`src/rtl/dmem_arbiter_if.sv`:
```
// -----------------------------------------------------------------------------
// dmem_arbiter_if
// Bundles the two requester ports, the RAM drive and the ownership status of
// the data-memory arbiter into one interface.
//   slave  : the arbiter side (takes requests, drives RAM and responses)
//   master : the requester/RAM side (drives requests, sees grants/responses)
// Signals per requester n in {0,1}:
//   req<n>_valid_i/ready_o/we_i/addr_i/wdata_i/lock_i : request handshake
//   rsp<n>_valid_o/rdata_o                             : registered read reply
// RAM: mem_we_o, mem_a_o, mem_wd_o (to RAM), mem_rd_i (combinational from RAM)
// Status: owner_o (00 none, 01 port 0 owns, 10 port 1 owns)
// -----------------------------------------------------------------------------
interface dmem_arbiter_if #(
    parameter int DW = 32,
    parameter int AW = 32
);
    logic          req0_valid_i;
    logic          req0_ready_o;
    logic          req0_we_i;
    logic [AW-1:0] req0_addr_i;
    logic [DW-1:0] req0_wdata_i;
    logic          req0_lock_i;
    logic          rsp0_valid_o;
    logic [DW-1:0] rsp0_rdata_o;

    logic          req1_valid_i;
    logic          req1_ready_o;
    logic          req1_we_i;
    logic [AW-1:0] req1_addr_i;
    logic [DW-1:0] req1_wdata_i;
    logic          req1_lock_i;
    logic          rsp1_valid_o;
    logic [DW-1:0] rsp1_rdata_o;

    logic          mem_we_o;
    logic [AW-1:0] mem_a_o;
    logic [DW-1:0] mem_wd_o;
    logic [DW-1:0] mem_rd_i;
    logic [1:0]    owner_o;

    modport slave (
        input  req0_valid_i, req0_we_i, req0_addr_i, req0_wdata_i, req0_lock_i,
        input  req1_valid_i, req1_we_i, req1_addr_i, req1_wdata_i, req1_lock_i,
        input  mem_rd_i,
        output req0_ready_o, rsp0_valid_o, rsp0_rdata_o,
        output req1_ready_o, rsp1_valid_o, rsp1_rdata_o,
        output mem_we_o, mem_a_o, mem_wd_o, owner_o
    );

    modport master (
        output req0_valid_i, req0_we_i, req0_addr_i, req0_wdata_i, req0_lock_i,
        output req1_valid_i, req1_we_i, req1_addr_i, req1_wdata_i, req1_lock_i,
        output mem_rd_i,
        input  req0_ready_o, rsp0_valid_o, rsp0_rdata_o,
        input  req1_ready_o, rsp1_valid_o, rsp1_rdata_o,
        input  mem_we_o, mem_a_o, mem_wd_o, owner_o
    );
endinterface

```
`src/rtl/dmem_arbiter.sv`:
```
// -----------------------------------------------------------------------------
// dmem_arbiter
// Shares a single-port data RAM between the CPU load/store path (port 0) and
// a debug/loader master (port 1). Grants are combinational (zero-cycle),
// read data is registered one cycle after acceptance. A requester may hold
// ownership across beats with lock_i; the burst is cut after MAX_BURST beats.
// Ports:
//   clk  : clock, rising edge
//   rst  : asynchronous reset, active low
//   bus  : dmem_arbiter_if.slave (requests, responses, RAM drive, owner_o)
// Parameters: DW data width, AW address width, MAX_BURST beats per lock (>=2)
// Build option: DMEM_ARB_RR_EN defined -> round-robin between contending
// ports in IDLE; undefined -> port 0 has fixed priority.
// -----------------------------------------------------------------------------
module dmem_arbiter #(
    parameter int DW        = 32,
    parameter int AW        = 32,
    parameter int MAX_BURST = 4
) (
    input  logic           clk,
    input  logic           rst,
    dmem_arbiter_if.slave  bus
);
    localparam int            CW      = $clog2(MAX_BURST) + 1;
    localparam logic [CW-1:0] MAX_CNT = CW'(MAX_BURST);

    typedef enum logic [1:0] {
        IDLE = 2'b00,
        OWN0 = 2'b01,
        OWN1 = 2'b10
    } state_t;

    state_t        state_q, state_d;
    logic [CW-1:0] beat_cnt_q, beat_cnt_d;
    logic [CW-1:0] beat_inc;
    logic          grant0, grant1;
    logic          lock_g;
    logic          rsp0_valid_q, rsp0_valid_d;
    logic          rsp1_valid_q, rsp1_valid_d;
    logic [DW-1:0] rsp0_rdata_q, rsp0_rdata_d;
    logic [DW-1:0] rsp1_rdata_q, rsp1_rdata_d;
`ifdef DMEM_ARB_RR_EN
    logic          last_q, last_d;
`endif

    // Grant selection. rst is active low, so grants exist only while it is 1;
    // this keeps readies and mem_we low for the whole reset interval,
    // including a cycle in which reset asserts mid-cycle.
    always_comb begin
        grant0 = 1'b0;
        grant1 = 1'b0;
        if (rst) begin
            unique case (state_q)
                IDLE: begin
                    if (bus.req0_valid_i && bus.req1_valid_i) begin
`ifdef DMEM_ARB_RR_EN
                        // Favour the port that was not granted most recently.
                        grant0 = last_q;
                        grant1 = ~last_q;
`else
                        grant0 = 1'b1;
`endif
                    end else begin
                        grant0 = bus.req0_valid_i;
                        grant1 = bus.req1_valid_i;
                    end
                end
                OWN0:    grant0 = bus.req0_valid_i;
                OWN1:    grant1 = bus.req1_valid_i;
                default: ;
            endcase
        end
    end

    // Next state / burst counter.
    always_comb begin
        state_d    = state_q;
        beat_cnt_d = beat_cnt_q;
        beat_inc   = beat_cnt_q + CW'(1);
        lock_g     = grant1 ? bus.req1_lock_i : bus.req0_lock_i;
        if (grant0 || grant1) begin
            if (lock_g && (beat_inc < MAX_CNT)) begin
                state_d    = grant1 ? OWN1 : OWN0;
                beat_cnt_d = beat_inc;
            end else begin
                // Lock dropped or burst limit hit: release with no bubble.
                state_d    = IDLE;
                beat_cnt_d = '0;
            end
        end else if (state_q != IDLE) begin
            // Owner stopped presenting beats: release, costing one idle cycle.
            state_d    = IDLE;
            beat_cnt_d = '0;
        end
    end

`ifdef DMEM_ARB_RR_EN
    always_comb begin
        last_d = last_q;
        if (grant1) begin
            last_d = 1'b1;
        end else if (grant0) begin
            last_d = 1'b0;
        end
    end
`endif

    // Read responses: capture RAM data on an accepted read, hold otherwise.
    always_comb begin
        rsp0_valid_d = grant0 && !bus.req0_we_i;
        rsp1_valid_d = grant1 && !bus.req1_we_i;
        rsp0_rdata_d = rsp0_valid_d ? bus.mem_rd_i : rsp0_rdata_q;
        rsp1_rdata_d = rsp1_valid_d ? bus.mem_rd_i : rsp1_rdata_q;
    end

    always_ff @(posedge clk or negedge rst) begin
        if (!rst) begin
            state_q      <= IDLE;
            beat_cnt_q   <= '0;
            rsp0_valid_q <= 1'b0;
            rsp1_valid_q <= 1'b0;
            rsp0_rdata_q <= '0;
            rsp1_rdata_q <= '0;
        end else begin
            state_q      <= state_d;
            beat_cnt_q   <= beat_cnt_d;
            rsp0_valid_q <= rsp0_valid_d;
            rsp1_valid_q <= rsp1_valid_d;
            rsp0_rdata_q <= rsp0_rdata_d;
            rsp1_rdata_q <= rsp1_rdata_d;
        end
    end

`ifdef DMEM_ARB_RR_EN
    // last resets to 1 so that port 0 wins the first contention.
    always_ff @(posedge clk or negedge rst) begin
        if (!rst) begin
            last_q <= 1'b1;
        end else begin
            last_q <= last_d;
        end
    end
`endif

    // With no grant the RAM address/data default to port 0's values.
    assign bus.mem_a_o      = grant1 ? bus.req1_addr_i  : bus.req0_addr_i;
    assign bus.mem_wd_o     = grant1 ? bus.req1_wdata_i : bus.req0_wdata_i;
    assign bus.mem_we_o     = (grant0 && bus.req0_we_i) || (grant1 && bus.req1_we_i);
    assign bus.req0_ready_o = grant0;
    assign bus.req1_ready_o = grant1;
    assign bus.rsp0_valid_o = rsp0_valid_q;
    assign bus.rsp1_valid_o = rsp1_valid_q;
    assign bus.rsp0_rdata_o = rsp0_rdata_q;
    assign bus.rsp1_rdata_o = rsp1_rdata_q;
    // State encoding matches the owner_o code directly.
    assign bus.owner_o      = state_q;

endmodule

```
`src/flat_wrapper.sv`:
```
// flat-port wrapper written by rule: the top's interface ports become plain ports
module dmem_arbiter_flat 
#(
    parameter int DW        = 32,
    parameter int AW        = 32,
    parameter int MAX_BURST = 4
)
  (clk, rst, bus_req0_valid_i, bus_req0_we_i, bus_req0_addr_i, bus_req0_wdata_i, bus_req0_lock_i, bus_req1_valid_i, bus_req1_we_i, bus_req1_addr_i, bus_req1_wdata_i, bus_req1_lock_i, bus_mem_rd_i, bus_req0_ready_o, bus_rsp0_valid_o, bus_rsp0_rdata_o, bus_req1_ready_o, bus_rsp1_valid_o, bus_rsp1_rdata_o, bus_mem_we_o, bus_mem_a_o, bus_mem_wd_o, bus_owner_o);
  dmem_arbiter_if #(.DW(DW), .AW(AW)) bus_i ();
  input  logic clk;
  input  logic rst;
  input wire logic [$bits(bus_i.req0_valid_i)-1:0] bus_req0_valid_i;
  input wire logic [$bits(bus_i.req0_we_i)-1:0] bus_req0_we_i;
  input wire logic [$bits(bus_i.req0_addr_i)-1:0] bus_req0_addr_i;
  input wire logic [$bits(bus_i.req0_wdata_i)-1:0] bus_req0_wdata_i;
  input wire logic [$bits(bus_i.req0_lock_i)-1:0] bus_req0_lock_i;
  input wire logic [$bits(bus_i.req1_valid_i)-1:0] bus_req1_valid_i;
  input wire logic [$bits(bus_i.req1_we_i)-1:0] bus_req1_we_i;
  input wire logic [$bits(bus_i.req1_addr_i)-1:0] bus_req1_addr_i;
  input wire logic [$bits(bus_i.req1_wdata_i)-1:0] bus_req1_wdata_i;
  input wire logic [$bits(bus_i.req1_lock_i)-1:0] bus_req1_lock_i;
  input wire logic [$bits(bus_i.mem_rd_i)-1:0] bus_mem_rd_i;
  output wire logic [$bits(bus_i.req0_ready_o)-1:0] bus_req0_ready_o;
  output wire logic [$bits(bus_i.rsp0_valid_o)-1:0] bus_rsp0_valid_o;
  output wire logic [$bits(bus_i.rsp0_rdata_o)-1:0] bus_rsp0_rdata_o;
  output wire logic [$bits(bus_i.req1_ready_o)-1:0] bus_req1_ready_o;
  output wire logic [$bits(bus_i.rsp1_valid_o)-1:0] bus_rsp1_valid_o;
  output wire logic [$bits(bus_i.rsp1_rdata_o)-1:0] bus_rsp1_rdata_o;
  output wire logic [$bits(bus_i.mem_we_o)-1:0] bus_mem_we_o;
  output wire logic [$bits(bus_i.mem_a_o)-1:0] bus_mem_a_o;
  output wire logic [$bits(bus_i.mem_wd_o)-1:0] bus_mem_wd_o;
  output wire logic [$bits(bus_i.owner_o)-1:0] bus_owner_o;
  assign bus_i.req0_valid_i = bus_req0_valid_i;
  assign bus_i.req0_we_i = bus_req0_we_i;
  assign bus_i.req0_addr_i = bus_req0_addr_i;
  assign bus_i.req0_wdata_i = bus_req0_wdata_i;
  assign bus_i.req0_lock_i = bus_req0_lock_i;
  assign bus_i.req1_valid_i = bus_req1_valid_i;
  assign bus_i.req1_we_i = bus_req1_we_i;
  assign bus_i.req1_addr_i = bus_req1_addr_i;
  assign bus_i.req1_wdata_i = bus_req1_wdata_i;
  assign bus_i.req1_lock_i = bus_req1_lock_i;
  assign bus_i.mem_rd_i = bus_mem_rd_i;
  assign bus_req0_ready_o = bus_i.req0_ready_o;
  assign bus_rsp0_valid_o = bus_i.rsp0_valid_o;
  assign bus_rsp0_rdata_o = bus_i.rsp0_rdata_o;
  assign bus_req1_ready_o = bus_i.req1_ready_o;
  assign bus_rsp1_valid_o = bus_i.rsp1_valid_o;
  assign bus_rsp1_rdata_o = bus_i.rsp1_rdata_o;
  assign bus_mem_we_o = bus_i.mem_we_o;
  assign bus_mem_a_o = bus_i.mem_a_o;
  assign bus_mem_wd_o = bus_i.mem_wd_o;
  assign bus_owner_o = bus_i.owner_o;
  dmem_arbiter #(.DW(DW), .AW(AW), .MAX_BURST(MAX_BURST)) u_core (.clk(clk), .rst(rst), .bus(bus_i));
endmodule
```
`config.mk`:
```
export PLATFORM = sky130hd
export DESIGN_NAME = dmem_arbiter_flat
export DESIGN_NICKNAME = d
export VERILOG_FILES = /design/src/rtl/dmem_arbiter_if.sv /design/src/rtl/dmem_arbiter.sv /design/src/flat_wrapper.sv
export SDC_FILE = /design/constraint.sdc
export NUM_CORES = 1
export LEC_CHECK = 0
export BUFFER_PORTS_ARGS = -buffer_cell sky130_fd_sc_hd__buf_2
export CORE_AREA = 5 5 114 116
export DETAILED_ROUTE_END_ITERATION = 6
export DIE_AREA = 0 0 119 121
export PLACE_DENSITY = 0.69
export SYNTH_ARGS = -nofsm -noshare
export SYNTH_HDL_FRONTEND = slang
export SYNTH_SLANG_ARGS = --single-unit
```
`constraint.sdc`:
```
create_clock -name clk -period 1.66 [get_ports clk]
set_clock_uncertainty 0.2 [all_clocks]
set_input_delay 0.083 -clock clk [delete_from_list [all_inputs] [get_ports clk]]
set_output_delay 0.083 -clock clk [all_outputs]
set_load 0.03 [all_outputs]
```
==> impl_results.md <==
- Max Freq: 0.512 GHz
- DP Cell Count: 820
- Total grt overflow: 0
- CTS Root Cell: clkbuf_16
- Area leader, netlist: dfrtp_1
- DRT iter0 DRCs: 202
- CTS tree: yes
- # fillers: 877
- Crit path kind: reg2out
- Worst EP arrival: 1670 ps
- Synth Flop Type: dfrtp_1
- Met3 WL post-DR: 1960 µm
- Final period utilization: 118%
- Setup TNS Final: -25370 ps
- Final hold vios: 0
- Worst setup margin: -291 ps
- Leakage: 3.96 nW
- Yosys warns: 0
- Worst skew pair latency: 330 ps
- Final Critical Period: 1950 ps
- Die Width: 119 µm
- WL/cell: 20.9 µm
- WL final: 18800 µm
- Number of synthesized flops with an enable pin: 0
- RePlAce Congestion: 0.901
- Total number of vias: 4375
- Final HPWL DP: 12200 µm
- Area of the multi-input gates: 2320 µm²
- Synth-to-layout area growth: 112%
- Share of flip-flops with an asynchronous set or reset: 100%
- # rows: 40
- Failing checks: negative setup slack
- Count of pins over their slew limit: 0
- Largest net degree at the start of global routing: 67
- M1 WL: 6360 µm
- Met2 WL: 9810 µm
- Worst-path clk slew: 60 ps
- Slew margin rel.: 60.5%
- Initial antenna violation count: 8
- Starting density of the core: 30.2%
- Syn Nets: 542
- Synth top area cells: dfrtp_1 (50%), nand2_1 (21%), mux2_2 (11%)
- Synth Register Bits: 71
- Sinks on Clock Net: 71
- CP max FO: 7
- RSZ-0062 raised after global routing: true
- Vias per cell: 4.85
- Die footprint: 14400 µm²
- Worst Hold Class: in2reg
- GRT Total Usage: 22.4%
- Critical Path RT: 1380 ps
- Seq/Total Area, Yosys: 49.7%
- Avg Synthesized Cell Area: 9.58 µm²
- ANT nets after route: 0
- Die span in y: 121 µm
- Crit start category: flop
- Pre-Repair DR Iteration Count: 4
- Place WS: -84.1 ps
- Clock buffer count from CTS: 9
- Final setup violation count: 133
- Drc violations: 0
- PortBufs: 302
- Status: finished, violations left
- Critical Path End Type: primary output
- Max Used Layer: met5
- Final net count: 913
- Number of global-route vias before repair: 4639
- Pwr dens: 987 nW/µm²
- Library cells used by synthesis: 29
- Layout Cells excl Fill: 902
- Max Cap Violations: 0
- Mapped Area: 3570 µm²
- Register area: 1780 µm²
- Worst-Margin Slew: 592 ps
- Max rail drop VDD: 0.869 mV
- Htree depth: 3
- Global-route wire length before repair: 25100 µm
- Tot Pwr: 7.48 mW
- CORE AREA: 11800 µm²
- Clk buf depth: 2
- Yosys top cell area share: 49.7%
- Layout cells sized above 1: 70.9%
- Post-Synthesis Cells: 373
- Top Ports: 303
registers in the layout, indices dropped and copies added, names as in the netlist:
| register | flops |
|---|---|
| u_core.beat_cnt_q | 3 |
| u_core.bus.owner_o | 2 |
| u_core.bus.rsp0_rdata_o | 32 |
| u_core.bus.rsp0_valid_o | 1 |
| u_core.bus.rsp1_rdata_o | 32 |
| u_core.bus.rsp1_valid_o | 1 |
power by group:
part | internal (mW) | switching (mW)
Clock | 1.32 | 0.741
Combinational | 1.29 | 1.81
Sequential | 2.10 | 0.225
Total | 4.70 | 2.78
logic make-up (layout without fill, tap and decap cells):
logic type	count (synthesis)	in the layout	share of synthesized area (%)
buf+inv	22	398	4.27
simple gates	209	209	23.9
fa+ha+maj	1	1	0.350
flops	71	71	49.7
compound gates	4	4	0.946
xor+xnor	1	1	0.245
other cells	0	6	0
mux	65	65	20.6
worst max-delay path: stages (launching register included):
cell and delay [ps]:
dfrtp_2 420, nor2b_4 140, nand3_4 150, buf_8 180, clkbuf_16 180, nand2_4 70, nand2_2 60, buf_6 140
placed cells by master (no fill, tap or decap), types with 2 or more instances in the layout:
cell type,n
clkbuf_16,14
dlygate4sd3_1,38
buf_6,76
nand2_2,75
diode_2,6
buf_4,11
buf_8,6
dfrtp_1,69
nand2_4,43
buf_16,5
nand2_1,79
nor2_1,2
buf_2,234
clkinvlp_4,2
dfrtp_2,2
mux2_1,21
bufinv_16,2
mux2_4,41
clkinv_4,2
buf_12,5
mux2_2,3
final cells by class:
type                            instances  share of cell area, %
Antenna cell                            6                  0.198
Clock buffer                            9                   2.97
Clock inverter                          7                   1.29
Inverter                                2                  0.231
Multi-Input combinational cell        280                   30.6
Sequential cell                        71                   23.5
Tap cell                              147                   2.43
Timing Repair Buffer                  380                   38.8
through the flow:
stage	hold slack, ps	area (µm²)	util (%)
after global placement	-272	5480	46.4
after CTS	14.3	7020	59.4
final	29.4	7580	64.2
after floorplan	-413	3750	-
after detailed placement	-269	5480	46.4
after global routing	60.2	7580	64.1
what timing repair did:
| action | CTS | global route |
|---|---|---|
| hold buffers | 38 | 0 |
| gates resized for setup | 207 | 99 |
| cloned | 5 | 8 |
| buffers inserted | 5 | 5 |
| setup endpoints to repair | 98 | 200 |
| pin swaps | 52 | 29 |
| endpoints found under the hold margin | 141 | 0 |
path summary, 6_finish.rpt:
path	depth (start not counted)	slack, ps	startpoint	endpoint
setup / recovery	7	-290	u_core.bus.owner_o[0]$_DFFE_PN0P_	bus_mem_a_o[31]
hold / removal	5	30	bus_req0_valid_i	u_core.beat_cnt_q[1]$_DFFE_PN0P_
setup reg to reg	6	-250	u_core.bus.owner_o[0]$_DFFE_PN0P_	u_core.bus.rsp1_rdata_o[4]$_DFFE_PN0P_
hold reg to reg	1	290	u_core.bus.rsp1_rdata_o[26]$_DFFE_PN0P_	u_core.bus.rsp1_rdata_o[26]$_DFFE_PN0P_
max in group asynchronous	3	310	rst	u_core.bus.rsp1_rdata_o[24]$_DFFE_PN0P_
min in group asynchronous	2	60	rst	u_core.beat_cnt_q[2]$_DFFE_PN0P_
synthesized netlist by cell type (2+ instances only):
| cell type | count |
|---|---|
| dfrtp_1 | 71 |
| buf_6 | 4 |
| nand2_1 | 197 |
| mux2_2 | 34 |
| clkbuf_1 | 2 |
| mux2_1 | 30 |
| nor2_1 | 2 |
| buf_8 | 2 |
| buf_2 | 11 |
layer usage:
metal	vias up	GRT usage (%)
li1	1946	-
met5	-	0
met2	282	40.1
met4	4	8.91
met3	56	9.32
met1	2087	23.3
(Power assumes the default switching activity.)
